$ cat config.mk
export PLATFORM = sky130hd
export DESIGN_NAME = fetch_unit_flat
export DESIGN_NICKNAME = d
export VERILOG_FILES = /design/src/rtl/fetch_unit_if.sv /design/src/rtl/fetch_unit.sv /design/src/flat_wrapper.sv
export SDC_FILE = /design/constraint.sdc
export NUM_CORES = 1
export LEC_CHECK = 0
export CORE_ASPECT_RATIO = 0.75
export CORE_UTILIZATION = 32
export CTS_CLUSTER_DIAMETER = 60
export DETAILED_ROUTE_END_ITERATION = 10
export GPL_ROUTABILITY_DRIVEN = 0
export SETUP_SLACK_MARGIN = 0.02
export SLEW_MARGIN = 20
export SYNTH_ARGS = -nofsm -noshare
export SYNTH_HDL_FRONTEND = slang
export SYNTH_SLANG_ARGS = --single-unit
$ cat constraint.sdc
create_clock -name clk -period 2.7 [get_ports clk]
set_input_delay 0.81 -clock clk [delete_from_list [all_inputs] [get_ports clk]]
set_output_delay 0.81 -clock clk [all_outputs]
set_load 0.02 [all_outputs]
$ cat src/rtl/fetch_unit_if.sv
// fetch_unit_if
//   Bundles the fetch stage's instruction-memory bus, redirect input and
//   decode-side handshake.
//   master : the fetch unit (drives imem_req/imem_addr and the id_* outputs)
//   slave  : memory, branch resolution and decode (drive ack/rvalid/rdata,
//            redirect_* and id_ready)
//   Signals:
//     imem_req, imem_addr        fetch request and byte address
//     imem_ack                   memory accepted the request
//     imem_rvalid, imem_rdata    in-order response word
//     redirect_valid, redirect_pc  branch/JALR redirect
//     id_ready                   decode accepts the head instruction
//     id_valid, id_instr, id_opcode, id_pc  head instruction to decode
interface fetch_unit_if #(
  parameter int PC_W = 9
);
  logic            imem_req;
  logic [PC_W-1:0] imem_addr;
  logic            imem_ack;
  logic            imem_rvalid;
  logic [31:0]     imem_rdata;
  logic            redirect_valid;
  logic [PC_W-1:0] redirect_pc;
  logic            id_ready;
  logic            id_valid;
  logic [31:0]     id_instr;
  logic [6:0]      id_opcode;
  logic [PC_W-1:0] id_pc;

  modport master (
    output imem_req, imem_addr, id_valid, id_instr, id_opcode, id_pc,
    input  imem_ack, imem_rvalid, imem_rdata, redirect_valid, redirect_pc,
           id_ready
  );

  modport slave (
    input  imem_req, imem_addr, id_valid, id_instr, id_opcode, id_pc,
    output imem_ack, imem_rvalid, imem_rdata, redirect_valid, redirect_pc,
           id_ready
  );
endinterface

$ cat src/rtl/fetch_unit.sv
// fetch_unit
//   Instruction fetch stage. Holds the PC, issues in-order requests to
//   instruction memory under a credit limit of DEPTH (buffered + in flight),
//   buffers returned words with their PCs in a small FIFO and presents the
//   head to decode. A redirect reloads the PC, clears the FIFO and marks
//   every still-outstanding response for discard.
//   Ports:
//     clk      rising-edge clock
//     reset_n  asynchronous active-low reset
//     bus      fetch_unit_if master modport (memory bus, redirect, decode)
module fetch_unit #(
  parameter int          PC_W     = 9,
  parameter int          DEPTH    = 4,
  parameter int unsigned RESET_PC = 0
) (
  input  logic         clk,
  input  logic         reset_n,
  fetch_unit_if.master bus
);

  localparam int          CW  = $clog2(DEPTH + 1);
  localparam int          PW  = $clog2(DEPTH);
  localparam logic [31:0] NOP = 32'h0000_0013;

  logic [PC_W-1:0] pc;
  logic [CW-1:0]   cnt;
  logic [CW-1:0]   inflight;
  logic [CW-1:0]   discard;
  logic [PW-1:0]   rd_ptr;
  logic [PW-1:0]   wr_ptr;

  logic [31:0]     fifo_instr [DEPTH];
  logic [PC_W-1:0] fifo_pc    [DEPTH];

  logic [CW:0]     used;
  logic            has_credit;
  logic            accept;
  logic            rsp_take;
  logic            drop;
  logic            push;
  logic            pop;
  logic [PC_W-1:0] rsp_pc;
  logic            unused_lsb;

  function automatic logic [PW-1:0] ptr_inc(input logic [PW-1:0] p);
    return (p == PW'(DEPTH - 1)) ? '0 : p + PW'(1);
  endfunction

  // Target word alignment: the two low bits of a redirect are ignored.
  assign unused_lsb = ^bus.redirect_pc[1:0];

  // Credit covers buffered words plus outstanding requests, so a response
  // always has a free slot. A pop this cycle does not free credit yet.
  assign used       = {1'b0, cnt} + {1'b0, inflight};
  assign has_credit = used < (CW + 1)'(DEPTH);

  assign bus.imem_req  = reset_n && !bus.redirect_valid && has_credit;
  assign bus.imem_addr = pc;

  assign accept   = bus.imem_req && bus.imem_ack;
  assign rsp_take = bus.imem_rvalid && (inflight != '0);
  assign drop     = bus.imem_rvalid && (discard != '0);
  assign push     = bus.imem_rvalid && (discard == '0) && !bus.redirect_valid;
  assign pop      = (cnt != '0) && bus.id_ready;

  // Once discards are exhausted, every outstanding request belongs to the
  // current contiguous stream ending just below pc, so the oldest one (the
  // one answering now) sits inflight words back. Wraps modulo 2^PC_W.
  assign rsp_pc = pc - (PC_W'(inflight) << 2);

  always_ff @(posedge clk or negedge reset_n) begin
    if (!reset_n) begin
      pc       <= PC_W'(RESET_PC);
      cnt      <= '0;
      inflight <= '0;
      discard  <= '0;
      rd_ptr   <= '0;
      wr_ptr   <= '0;
    end else if (bus.redirect_valid) begin
      // No request is issued while redirecting, so only a response can
      // retire here; everything still outstanding afterwards is stale.
      pc       <= {bus.redirect_pc[PC_W-1:2], 2'b00};
      cnt      <= '0;
      rd_ptr   <= '0;
      wr_ptr   <= '0;
      inflight <= inflight - CW'(rsp_take);
      discard  <= inflight - CW'(rsp_take);
    end else begin
      if (accept) begin
        pc <= pc + PC_W'(4);
      end
      inflight <= inflight + CW'(accept) - CW'(rsp_take);
      if (drop) begin
        discard <= discard - CW'(1);
      end
      if (push) begin
        wr_ptr <= ptr_inc(wr_ptr);
      end
      if (pop) begin
        rd_ptr <= ptr_inc(rd_ptr);
      end
      cnt <= cnt + CW'(push) - CW'(pop);
    end
  end

  // Storage needs no reset: the head is only exposed while cnt != 0.
  always_ff @(posedge clk) begin
    if (push) begin
      fifo_instr[wr_ptr] <= bus.imem_rdata;
      fifo_pc[wr_ptr]    <= rsp_pc;
    end
  end

  assign bus.id_valid  = (cnt != '0);
  assign bus.id_instr  = bus.id_valid ? fifo_instr[rd_ptr] : NOP;
  assign bus.id_opcode = bus.id_instr[6:0];
  assign bus.id_pc     = bus.id_valid ? fifo_pc[rd_ptr] : '0;

endmodule

$ cat src/flat_wrapper.sv
// flat-port wrapper written by rule: the top's interface ports become plain ports
module fetch_unit_flat 
#(
  parameter int          PC_W     = 9,
  parameter int          DEPTH    = 4,
  parameter int unsigned RESET_PC = 0
)
  (clk, reset_n, bus_imem_req, bus_imem_addr, bus_id_valid, bus_id_instr, bus_id_opcode, bus_id_pc, bus_imem_ack, bus_imem_rvalid, bus_imem_rdata, bus_redirect_valid, bus_redirect_pc, bus_id_ready);
  fetch_unit_if #(.PC_W(PC_W)) bus_i ();
  input  logic clk;
  input  logic reset_n;
  output wire logic [$bits(bus_i.imem_req)-1:0] bus_imem_req;
  output wire logic [$bits(bus_i.imem_addr)-1:0] bus_imem_addr;
  output wire logic [$bits(bus_i.id_valid)-1:0] bus_id_valid;
  output wire logic [$bits(bus_i.id_instr)-1:0] bus_id_instr;
  output wire logic [$bits(bus_i.id_opcode)-1:0] bus_id_opcode;
  output wire logic [$bits(bus_i.id_pc)-1:0] bus_id_pc;
  input wire logic [$bits(bus_i.imem_ack)-1:0] bus_imem_ack;
  input wire logic [$bits(bus_i.imem_rvalid)-1:0] bus_imem_rvalid;
  input wire logic [$bits(bus_i.imem_rdata)-1:0] bus_imem_rdata;
  input wire logic [$bits(bus_i.redirect_valid)-1:0] bus_redirect_valid;
  input wire logic [$bits(bus_i.redirect_pc)-1:0] bus_redirect_pc;
  input wire logic [$bits(bus_i.id_ready)-1:0] bus_id_ready;
  assign bus_imem_req = bus_i.imem_req;
  assign bus_imem_addr = bus_i.imem_addr;
  assign bus_id_valid = bus_i.id_valid;
  assign bus_id_instr = bus_i.id_instr;
  assign bus_id_opcode = bus_i.id_opcode;
  assign bus_id_pc = bus_i.id_pc;
  assign bus_i.imem_ack = bus_imem_ack;
  assign bus_i.imem_rvalid = bus_imem_rvalid;
  assign bus_i.imem_rdata = bus_imem_rdata;
  assign bus_i.redirect_valid = bus_redirect_valid;
  assign bus_i.redirect_pc = bus_redirect_pc;
  assign bus_i.id_ready = bus_id_ready;
  fetch_unit #(.PC_W(PC_W), .DEPTH(DEPTH), .RESET_PC(RESET_PC)) u_core (.clk(clk), .reset_n(reset_n), .bus(bus_i));
endmodule
# == Yosys cells after proc, flatten, opt, wreduce, memory -nomap -nowiden ==
# Memories as Yosys holds them, arrays and structs flattened.
# Cells that the tools add are included.
# classes
addsub,11
magnitude_cmp,1
eq_ne,2
mux,16
n_reduce_logical,17
# op_table
operator,n
$mux 32,1
$mux 9,3
$mux 2,6
$mux 3,4
$add 9x3->9 const B,1
$reduce_bool 3->1,3
$sub 3x1->3,3
$sub 9x5->9,1
$logic_and 1x1->1,8
$reduce_bool 2->1,4
$add 3x1->3,2
$add 2x1->2 const B,2
$add 3x3->4,1
$eq 2x2->1 const B,2
$lt 4x3->1 const B,1
$logic_not 3->1,1
$sub 3x1->3 const B,1
$mux 1,2
$logic_not 1->1,1
# totals
regBits,22
ramBits,164
in_bits,47
output_inout_bits,59
word_cells,55
memories,2
# mem_list
memory,depth,width,rd,rd_clocked_by_memory_dff,write_ports,line,source
u_core.fifo_instr,4,32,1,0,1,fetch_unit.sv:32,logic [31:0] fifo_instr [DEPTH];
u_core.fifo_pc,4,9,1,0,1,fetch_unit.sv:33,logic [PC_W-1:0] fifo_pc [DEPTH];

# == Longest topological paths before layout ==
# Gate-level depths: netlist of the first run.
# logic_depth
ltp_word,7
depth_mapped,11
ltp_nobuf,11

# == Worst setup path before layout of the first run ==
# OpenSTA, ideal clock, no wires.
# synth_path
path_kind,input port to flip-flop
start,in bus_redirect_valid
end,reg u_core.inflight[2]
setup_ns,0.080
arrival_time_ns,2.489
required_ns,2.620
slack_ns,0.131
path_stages,9
path_buffers,1
path_cell_list,clkbuf_1 > clkinv_1 > nand4_2 > inv_2 > ha_1 > fa_1 > xor2_1 > o21ai_0 > xnor2_1
# synth_via
elab_chain_cells,7
# synth_lines
element,line,source
"start, declared",flat_wrapper.sv:21,input wire logic [$bits(bus_i.redirect_valid)-1:0] bus_redirect_valid;
$logic_not 1->1,fetch_unit.sv:57,assign bus.imem_req = reset_n && !bus.redirect_valid && has_credit;
$logic_and 1x1->1 (2 in series),fetch_unit.sv:57,
$logic_and 1x1->1,fetch_unit.sv:60,assign accept = bus.imem_req && bus.imem_ack;
$add 3x1->3,fetch_unit.sv:92,inflight <= inflight + CW'(accept) - CW'(rsp_take);
$sub 3x1->3,fetch_unit.sv:92,
$mux 3 (*),fetch_unit.sv:79,end else if (bus.redirect_valid) begin
"end signal, assigned",fetch_unit.sv:86,inflight <= inflight - CW'(rsp_take);
"end signal, assigned",fetch_unit.sv:92,
"end, declared",fetch_unit.sv:27,logic [CW-1:0] inflight;
# Mark *: on every way between the ends. The rest lies on a longest branch, timed or not.
# A chain may end at the register's enable or synchronous reset.

# == Final worst setup path of the first run ==
# layout_path
start,reg u_core.rd_ptr[0]
end,out bus_id_instr[4]
# layout_via
elab_chain_cells,2
# layout_lines
element,line,source
"start, declared",fetch_unit.sv:29,logic [PW-1:0] rd_ptr;
"start signal, assigned",fetch_unit.sv:100,rd_ptr <= ptr_inc(rd_ptr);
$mem_v2 4x32,n/a,
$mux 32,fetch_unit.sv:115,assign bus.id_instr = bus.id_valid ? fifo_instr[rd_ptr] : NOP;
"end, declared",flat_wrapper.sv:15,output wire logic [$bits(bus_i.id_instr)-1:0] bus_id_instr;
# No other way between the ends.

==> results.ini, run 1 <==
[drt]
antenna_left=0
drt_iter0_markers=282
post_drt_wl_per_cell_um=18.0
viasPerCell=4.69
firstDrtPassIters=4
wirelength_um=15500
vias=4048
drc=0

[logic_synthesis]
muxShareOfSynthArea=0.123
synth_xor_area_frac=0.0153
yosysTopAreaCell=edfxtp_1
synth_area_sq_um=7420
ys_warn_count=0
synth_cells=416
synth-simple-area-share=0.0716
synth_most_common_cell=edfxtp_1
ys_ff_latch=176
synth_top_family_by_area=multiplexers
synth_seq_area_share=0.698
syn_area_per_cell_sq_um=17.8
synth_ff_type=edfxtp_1
synth-edff-count=156
async_flop_share=0.114
yosys.area_share.adder=0.0401
synth_compound_gate_area_share=0.0202
ys_top_cells_by_area=edfxtp_1 63%, mux4_2 12%, dfrtp_1 6.7%, and2_1 3.4%, ha_1 3.2%
ys_types=45
synth_common_cells=156 x edfxtp_1, 40 x and2_1, 39 x mux4_2, 20 x dfrtp_1, 20 x inv_1
netlist.area_leader.share=0.631

[power_and_ir_drop]
ir_drop_v=0.000496
p_per_area_nw_per_um2=962
p_leak_nw=3.63

[cts]
clockBufferDepth=2
cts-root-buf=clkbuf_16
ctsHtreeMaxLevel=4
cts_sinks=176
clk_pin_slew_ps=70
cts_tree=built
hold_buffers=0
clk_latency_ps=430
cts_made_buffers=17

[timing]
slew_violations=0
fin_crit_ps=2820
layout_setup_ws_ps=-123
clock.fmax_ghz=0.354
setup_viol=37
hold_violations=0
rsz0062_at_grt=yes
fin_skew_ps=9.25
whs_ps=431
min_period_over_period=1.05

[floorplan]
start_util=0.331
dieHeight_um=134
die-width_um=178
ios=106
core_sq_um=22400
num_rows=47
dieArea_sq_um=23800

[job]
cap_violations=0

[outcome]
violations=negative setup slack
status=finished, violations left

[layout]
diodes=0
drive_gt1_frac=0.372
nets=627
area_delta_synth_final_pct=35.2
fin_cells=864
n_fill_cell=1899

[global_routing]
grt_use_total=0.138
grt_max_degree=28
overflow=0
grt_pass1_vias=4354
antenna_found_initial=0
grt_pass1_wl_um=24100

[place]
dp_hpwl_um=10100
place_inst=823
dp_slack_ps=-423
port_buffers=99

[setup_path]
cp_max_fo=7
startpoint_type=flip-flop
crit_arrival_ps=2010
cp-end-kind=output port
crit_required_ps=1890
r2r_setup_slack_ps=330
critPathKind=flip-flop to output port

[worst_hold_path]
hold_class=input port to async pin

## critical path: stages, from the launching register on
cell and delay [ps]:
dfrtp_2 410, buf_12 130, buf_12 130, mux4_2 500, or2_4 250, buf_2 160
## kinds of logic after synthesis
group	Yosys count
AOI/OAI and AO/OA	22
xor gates and xnor gates	13
adders and majority gates	22
buffers and inverters	49
DFF	176
muxes	42
other	1
and+or+nand+nor	91
## sequential cells by signal, summed over array words and instances, names as in the netlist
register and flops:
u_core.bus.imem_addr 7, u_core.wr_ptr 2, u_core.rd_ptr 2, u_core.inflight 3
u_core.fifo_pc 28, u_core.discard 3, u_core.fifo_instr 128, u_core.cnt 3
## cells in the final DEF, fill, tap and decap left out, types with 3 or more instances in the layout
| cell | count |
|---|---|
| edfxtp_1 | 156 |
| clkdlybuf4s50_1 | 50 |
| buf_6 | 42 |
| mux4_2 | 39 |
| and2_4 | 33 |
| buf_4 | 26 |
| inv_1 | 20 |
| ha_1 | 19 |
| clkbuf_16 | 17 |
| dfrtp_1 | 17 |
| buf_12 | 16 |
| nand2_1 | 13 |
| nor2_1 | 7 |
| nand3_1 | 7 |
| xnor2_1 | 7 |
| o21ai_0 | 6 |
| xor2_1 | 6 |
| buf_2 | 6 |
| clkinv_1 | 4 |
| a21oi_1 | 4 |
| nor3_1 | 4 |
| and2_2 | 4 |
| conb_1 | 4 |
| bufinv_16 | 4 |
| or2_4 | 3 |
| and2_1 | 3 |
| or3_1 | 3 |
| fa_1 | 3 |
| clkinv_4 | 3 |
| buf_16 | 3 |
| dfrtp_2 | 3 |
## where the power goes
group	total [mW]	internal (mW)	switching [mW]
clock network	2.56	1.54	1.02
logic	3.76	1.99	1.77
registers	3.33	3.22	0.117
## final cells by class
class | count | area, sq um | area share
inverters | 22 | 82.6 | 0.00822
well taps | 294 | 368 | 0.0366
clock inverters | 14 | 190 | 0.0189
repair buffers | 147 | 1650 | 0.165
multi-input cells | 194 | 2130 | 0.212
clock buffers | 17 | 425 | 0.0424
flip-flops and latches | 176 | 5190 | 0.517
## routing by layer
layer | track usage | part of all wire | routed length [um]
met3 | 0.0371 | 0.047 | 728
met4 | 0.0427 | 0.014 | 216
met2 | 0.221 | 0.48 | 7410
met1 | 0.184 | 0.46 | 7180
met5 | 0 | 0 | 0
## per-stage QoR
stage | area, sq um | power (mW) | utilization | setup TNS (ps)
global route | 10000 | 10.1 | 0.448 | -5840
detailed placement | 9110 | 6.64 | 0.407 | -1830
global placement | 9110 | 6.59 | 0.407 | -1520
floorplan | 7440 | 5.22 | - | 0
CTS | 10000 | 9.73 | 0.447 | -3880
finish | 10000 | 9.66 | 0.448 | -2820
## worst paths after layout
path,from,end,depth (start not counted)
worst max-delay path,u_core.rd_ptr[0],bus_id_instr[4],5
worst min-delay path,reset_n,u_core.bus.imem_addr[5],2
worst max register to register,u_core.cnt[2],u_core.inflight[2],11
worst min register to register,u_core.discard[2],u_core.discard[2],2
max in group asynchronous,reset_n,u_core.rd_ptr[0],2
min in group clk,u_core.discard[2],u_core.discard[2],2
## what timing repair did
| action | in CTS | in global routing |
|---|---|---|
| setup buffers | 6 | 1 |
| gates resized for setup | 312 | 8 |
| endpoints found under the setup margin | 48 | 48 |
| pin swaps | 30 | 4 |
| cloned | 3 | 0 |
Power figures use the tool's default switching activity.
==> run 2, diff against run 1 <==
Settings changed: ABC_AREA set to 1.
==> results.ini, run 2 <==
[outcome]
status=completed

[layout]
layout_commonest_cell=edfxtp_1
seq_area_sq_um=5190
nets=888
largest_reg_flops=128
diodes=0
multi_input_area_sq_um=2230
fin_cells=1132
mostFrequentLayoutCells=156 x edfxtp_1, 146 x nor2_1, 61 x nand2_1
finish.utilization=0.439
regMostFlops=u_core.fifo_instr
n_fill_cell=2203
area_delta_synth_final_pct=32.8
drive_gt1_frac=0.220

[power_and_ir_drop]
finalPower_mw=10.2
power.share.combinational=0.430
seqPwrFrac=0.333
ir_drop_v=0.000470
pwr-share-clk=0.237
p_leak_nw=3.90
p_sw_mw=3.72
switching_share=0.367
p_int_mw=6.43
p_per_area_nw_per_um2=992

[logic_synthesis]
ys_top_cells_by_area=edfxtp_1 61%, nor2_1 7.8%, dfrtp_1 6.5%, o21ai_0 5.1%, ha_1 3.1%
synth-simple-area-share=0.132
synth_compound_gate_area_share=0.0919
synth_cells=681
yosys.area_share.adder=0.0386
synth_ff_type=edfxtp_1
synth_common_cells=161 x nor2_1, 156 x edfxtp_1, 78 x o21ai_0, 62 x nand2_1, 46 x a21oi_1
async_flop_share=0.114
yosysTopAreaCell=edfxtp_1
synth_area_sq_um=7710
synth_most_common_cell=nor2_1
ys_ff_latch=176
synth_seq_area_share=0.673
netlist.area_leader.share=0.608
ys_warn_count=0
syn_area_per_cell_sq_um=11.3
muxShareOfSynthArea=0
synth_xor_area_frac=0.00682
ys_types=30
synth-edff-count=156
synth_top_family_by_area=simple AND/OR/NAND/NOR gates

[global_routing]
overflow=0
grt_pass1_wl_um=27300
busiest_layer=met2
antenna_found_initial=0
grt_max_degree=24
grt_use_total=0.147
met3_usage=0.0321
met1_usage=0.209
grtUsageMet2=0.227
grt_pass1_vias=4939

[drt]
antenna_left=0
drc=0
vias=5327
viasPerCell=4.71
wirelength_um=18500
post_drt_wl_per_cell_um=16.3
firstDrtPassIters=4
drt_iter0_markers=302

[cts]
hold_buffers=0
ctsHtreeMaxLevel=4
clk_pin_slew_ps=70
clk_latency_ps=430
cts-root-buf=clkbuf_16
cts_made_buffers=17
cts_tree=built
cts_sinks=176
clockBufferDepth=2

[floorplan]
ios=106
die-width_um=181
dieHeight_um=136
start_util=0.331
dieArea_sq_um=24700
num_rows=48
core_sq_um=23300

[setup_path]
crit_required_ps=1890
ff2ff_path_depth=13
cp-end-kind=output port
cp_max_fo=10
crit_arrival_ps=1820
r2r-end=u_core.cnt[2]
r2r_setup_slack_ps=190
r2r-start=u_core.cnt[1]
startpoint_type=flip-flop
critPathKind=flip-flop to output port

[timing]
clock.fmax_ghz=0.380
min_period_over_period=0.974
setup_viol=0
fin_skew_ps=12.8
fin_crit_ps=2630
whs_ps=567
slew_violations=0
hold_violations=0
rsz0062_at_grt=yes

[worst_hold_path]
hold_start=u_core.discard[1]
hold_class=flip-flop to flip-flop
worstHoldEndpoint=u_core.discard[1]
hold_depth=2

[job]
cap_violations=0

[place]
place_inst=1074
dp_hpwl_um=10900
port_buffers=99

## run 2: cell types whose count changed after synthesis, sizes merged, moves of 13 or more
cell,before,now
nand3,7,20
o21ai,7,93
buf,18,36
mux4,39,0
inv,21,37
nand2,13,64
and2,40,0
a21oi,4,46
nor2,7,162
## run 2: what timing repair did
action | 4_1_cts | 5_1_grt
setup endpoints to repair | 48 | 44
cloned | 1 | 4
setup buffers | 4 | 18
pin swaps | 11 | 22
endpoints found under the hold margin | 0 | 0
resized for setup | 212 | 101
## run 2: worst max-delay path, cell delays in order, from the launching register on
cell	delay, ps
dfrtp_2	440
buf_12	150
buf_8	130
clkbuf_16	160
nor2_2	110
nor2_1	40
o21ai_1	100
a21oi_1	100
buf_4	160
## run 2: cell type report
cell class | instances | area share
clock buffers | 17 | 0.0416
clock inverters | 15 | 0.0147
multi-input cells | 426 | 0.218
well taps | 300 | 0.0367
repair buffers | 161 | 0.167
flip-flops and latches | 176 | 0.507
inverters | 37 | 0.0150
## run 2: layer usage
metal	share of wire	routed length, um	vias to the layer above
met1	0.49	9070	2566
met5	0	0	-
met2	0.45	8350	142
met3	0.050	929	15
li1	-	-	2604
met4	0.0076	141	0
## run 2: kinds of logic after synthesis
logic type / count (synthesis)
simple gates: 253
flops: 176
compound gates: 141
buf+inv: 82
fa+ha+maj: 22
xor+xnor: 6
other cells: 1
## run 2: worst max path at each step
stage | start | endpoint | slack [ps] | depth (start not counted)
after global routing | u_core.rd_ptr[0] | bus_id_instr[7] | -7 | 8
after detailed placement | reset_n | bus_imem_req | -330 | 4
after global placement | reset_n | bus_imem_req | -330 | 4
final | u_core.rd_ptr[0] | bus_id_instr[7] | 70 | 8
after floorplan | bus_redirect_valid | u_core.fifo_instr[0][0] | -550 | 4
after CTS | u_core.rd_ptr[0] | bus_id_instr[2] | -70 | 7
## run 2: power groups by stage
stage	Clock, mW	Combinational (mW)	Sequential [mW]
2_1_floorplan	0	2.23	3.43
3_3_place_gp	0	3.76	3.45
3_5_place_dp	0	3.79	3.45
4_1_cts	2.46	3.70	3.37
5_1_grt	2.57	4.75	3.40
6_report	2.41	4.36	3.38
## run 2: metrics by stage
step | setup WS [ps] | cell area, sq um | TNS (ps)
6_report | 70.0 | 10200 | 0
4_1_cts | -74.9 | 9760 | -303
5_1_grt | -6.55 | 10200 | -6.55
2_1_floorplan | -550 | 7720 | -85800
3_5_place_dp | -332 | 9270 | -1050
3_3_place_gp | -328 | 9270 | -757
==> run 3, diff against run 2 <==
Clock period 2.7 ns to 2.8 ns, I/O delays scaled along.
==> results.ini, run 3 (synthesis results as in run 2) <==
[timing]
clock.fmax_ghz=0.368
fin_skew_ps=9.15
rsz0062_at_grt=yes
hold_violations=0
setup_viol=0
tns_ps=0
min_period_over_period=0.972
slew_violations=0
fin_crit_ps=2720

[cts]
cts_made_buffers=17
clk_latency_ps=430
cts_sinks=176
clockBufferDepth=2
cts-root-buf=clkbuf_16
ctsHtreeMaxLevel=4
cts_tree=built
clk_pin_slew_ps=60

[global_routing]
grt_use_total=0.142
antenna_found_initial=0
grt_pass1_vias=4734
overflow=0
grt_pass1_wl_um=26100
grt_max_degree=35

[drt]
drc=0
viasPerCell=4.63
post_drt_wl_per_cell_um=15.5
wirelength_um=17300
drt_iter0_markers=317
firstDrtPassIters=5
antenna_left=0
vias=5154

[setup_path]
cp_max_fo=2
startpoint_type=input port
crit_required_ps=1960
cp_top_family=buffers and inverters
crit_buf_inv=2
cp-end-kind=output port
crit_chain=clkdlybuf4s50_1, nand3_2, nor2_4, clkdlybuf4s15_2
critPathKind=input port to output port
critPathMaxStageDelay_ps=510
path_depth=4
cp_slowest_cell=clkdlybuf4s50_1
crit_arrival_ps=1880
ff2ff_path_depth=13

[layout]
diodes=0
largest_reg_flops=128
nets=870
mostFrequentLayoutCells=156 x nor2_1, 156 x edfxtp_1, 75 x o21ai_0
drive_gt1_frac=0.174
finish.utilization=0.422
regMostFlops=u_core.fifo_instr
area_delta_synth_final_pct=27.5

[floorplan]
ios=106
dieArea_sq_um=24700
start_util=0.331
die-width_um=181
core_sq_um=23300
num_rows=48
dieHeight_um=136

[power_and_ir_drop]
power.share.combinational=0.387
p_sw_mw=3.36
finalPower_mw=9.21
switching_share=0.365
pwr-share-clk=0.259
seqPwrFrac=0.354
ir_drop_v=0.000361
p_int_mw=5.85
p_per_area_nw_per_um2=938
p_leak_nw=3.74

[place]
port_buffers=99
dp_hpwl_um=10800

[worst_hold_path]
hold_depth=2
hold_class=flip-flop to flip-flop

[job]
cap_violations=0

[outcome]
status=completed

run 3: changes by cell type in the layout (fill, tap and decap cells not counted), moves of 4 or more:
cell | previous run | this run
buf_4 | 59 | 34
o21ai_0 | 51 | 75
o21ai_1 | 36 | 17
clkbuf_2 | 0 | 14
nor2_1 | 146 | 156
nor2_2 | 8 | 0
buf_12 | 21 | 14
buf_8 | 5 | 0
o21ai_2 | 6 | 1
a21oi_1 | 37 | 41
buf_2 | 14 | 18
run 3: power groups by stage:
| stage | registers (mW) | logic [mW] | clock network (mW) |
|---|---|---|---|
| final | 3.26 | 3.56 | 2.39 |
| after floorplan | 3.31 | 2.15 | 0 |
| after global placement | 3.33 | 3.59 | 0 |
| after CTS | 3.26 | 3.59 | 2.44 |
| after global routing | 3.28 | 3.92 | 2.56 |
| after detailed placement | 3.34 | 3.63 | 0 |
run 3: stage by stage:
step | hold slack, ps | setup slack, ps | std cells | area, sq um
finish | 559 | 79.5 | 1114 | 9830
global route | 589 | -5.55 | 1114 | 9830
global placement | 557 | -280 | 1075 | 9270
detailed placement | 558 | -285 | 1075 | 9270
CTS | 573 | -5.73 | 1111 | 9910
floorplan | 522 | -480 | 684 | 7720
run 3: per-layer routing:
layer,track usage,vias up,part of all wire
met5,0,-,0
met4,0.0504,0,0.0096
met3,0.0289,15,0.055
met2,0.223,150,0.45
met1,0.196,2420,0.48
li1,-,2569,-
run 3: final cells by class:
type / count / area [sq um]
repair buffers: 143 / 1370
inverters: 37 / 144
multi-input cells: 426 / 2150
fillers: 2227 / 13500
flip-flops and latches: 176 / 5190
well taps: 300 / 375
clock inverters: 15 / 173
clock buffers: 17 / 425
run 3: worst min-delay path: stages, from the launching register on:
cell	delay [ps]
dfrtp_1	330
inv_1	60
o21ai_0	140
run 3: repair_timing:
action | in CTS | in global routing
setup endpoints to repair | 48 | 38
gates resized for setup | 150 | 52
hold endpoints to repair | 0 | 0
cloned | 1 | 1
setup buffers | 3 | 2
hold buffers | 0 | 0
pin swaps | 5 | 6
run 3: path summary, 6_finish.rpt:
check	start	end	slack, ps
max in group asynchronous	reset_n	u_core.rd_ptr[1]	1700
min in group asynchronous	reset_n	u_core.inflight[0]	840
setup reg to reg	u_core.cnt[1]	u_core.cnt[2]	500
hold / removal	u_core.discard[1]	u_core.discard[1]	560
setup / recovery	reset_n	bus_imem_req	80
hold reg to reg	u_core.discard[1]	u_core.discard[1]	560
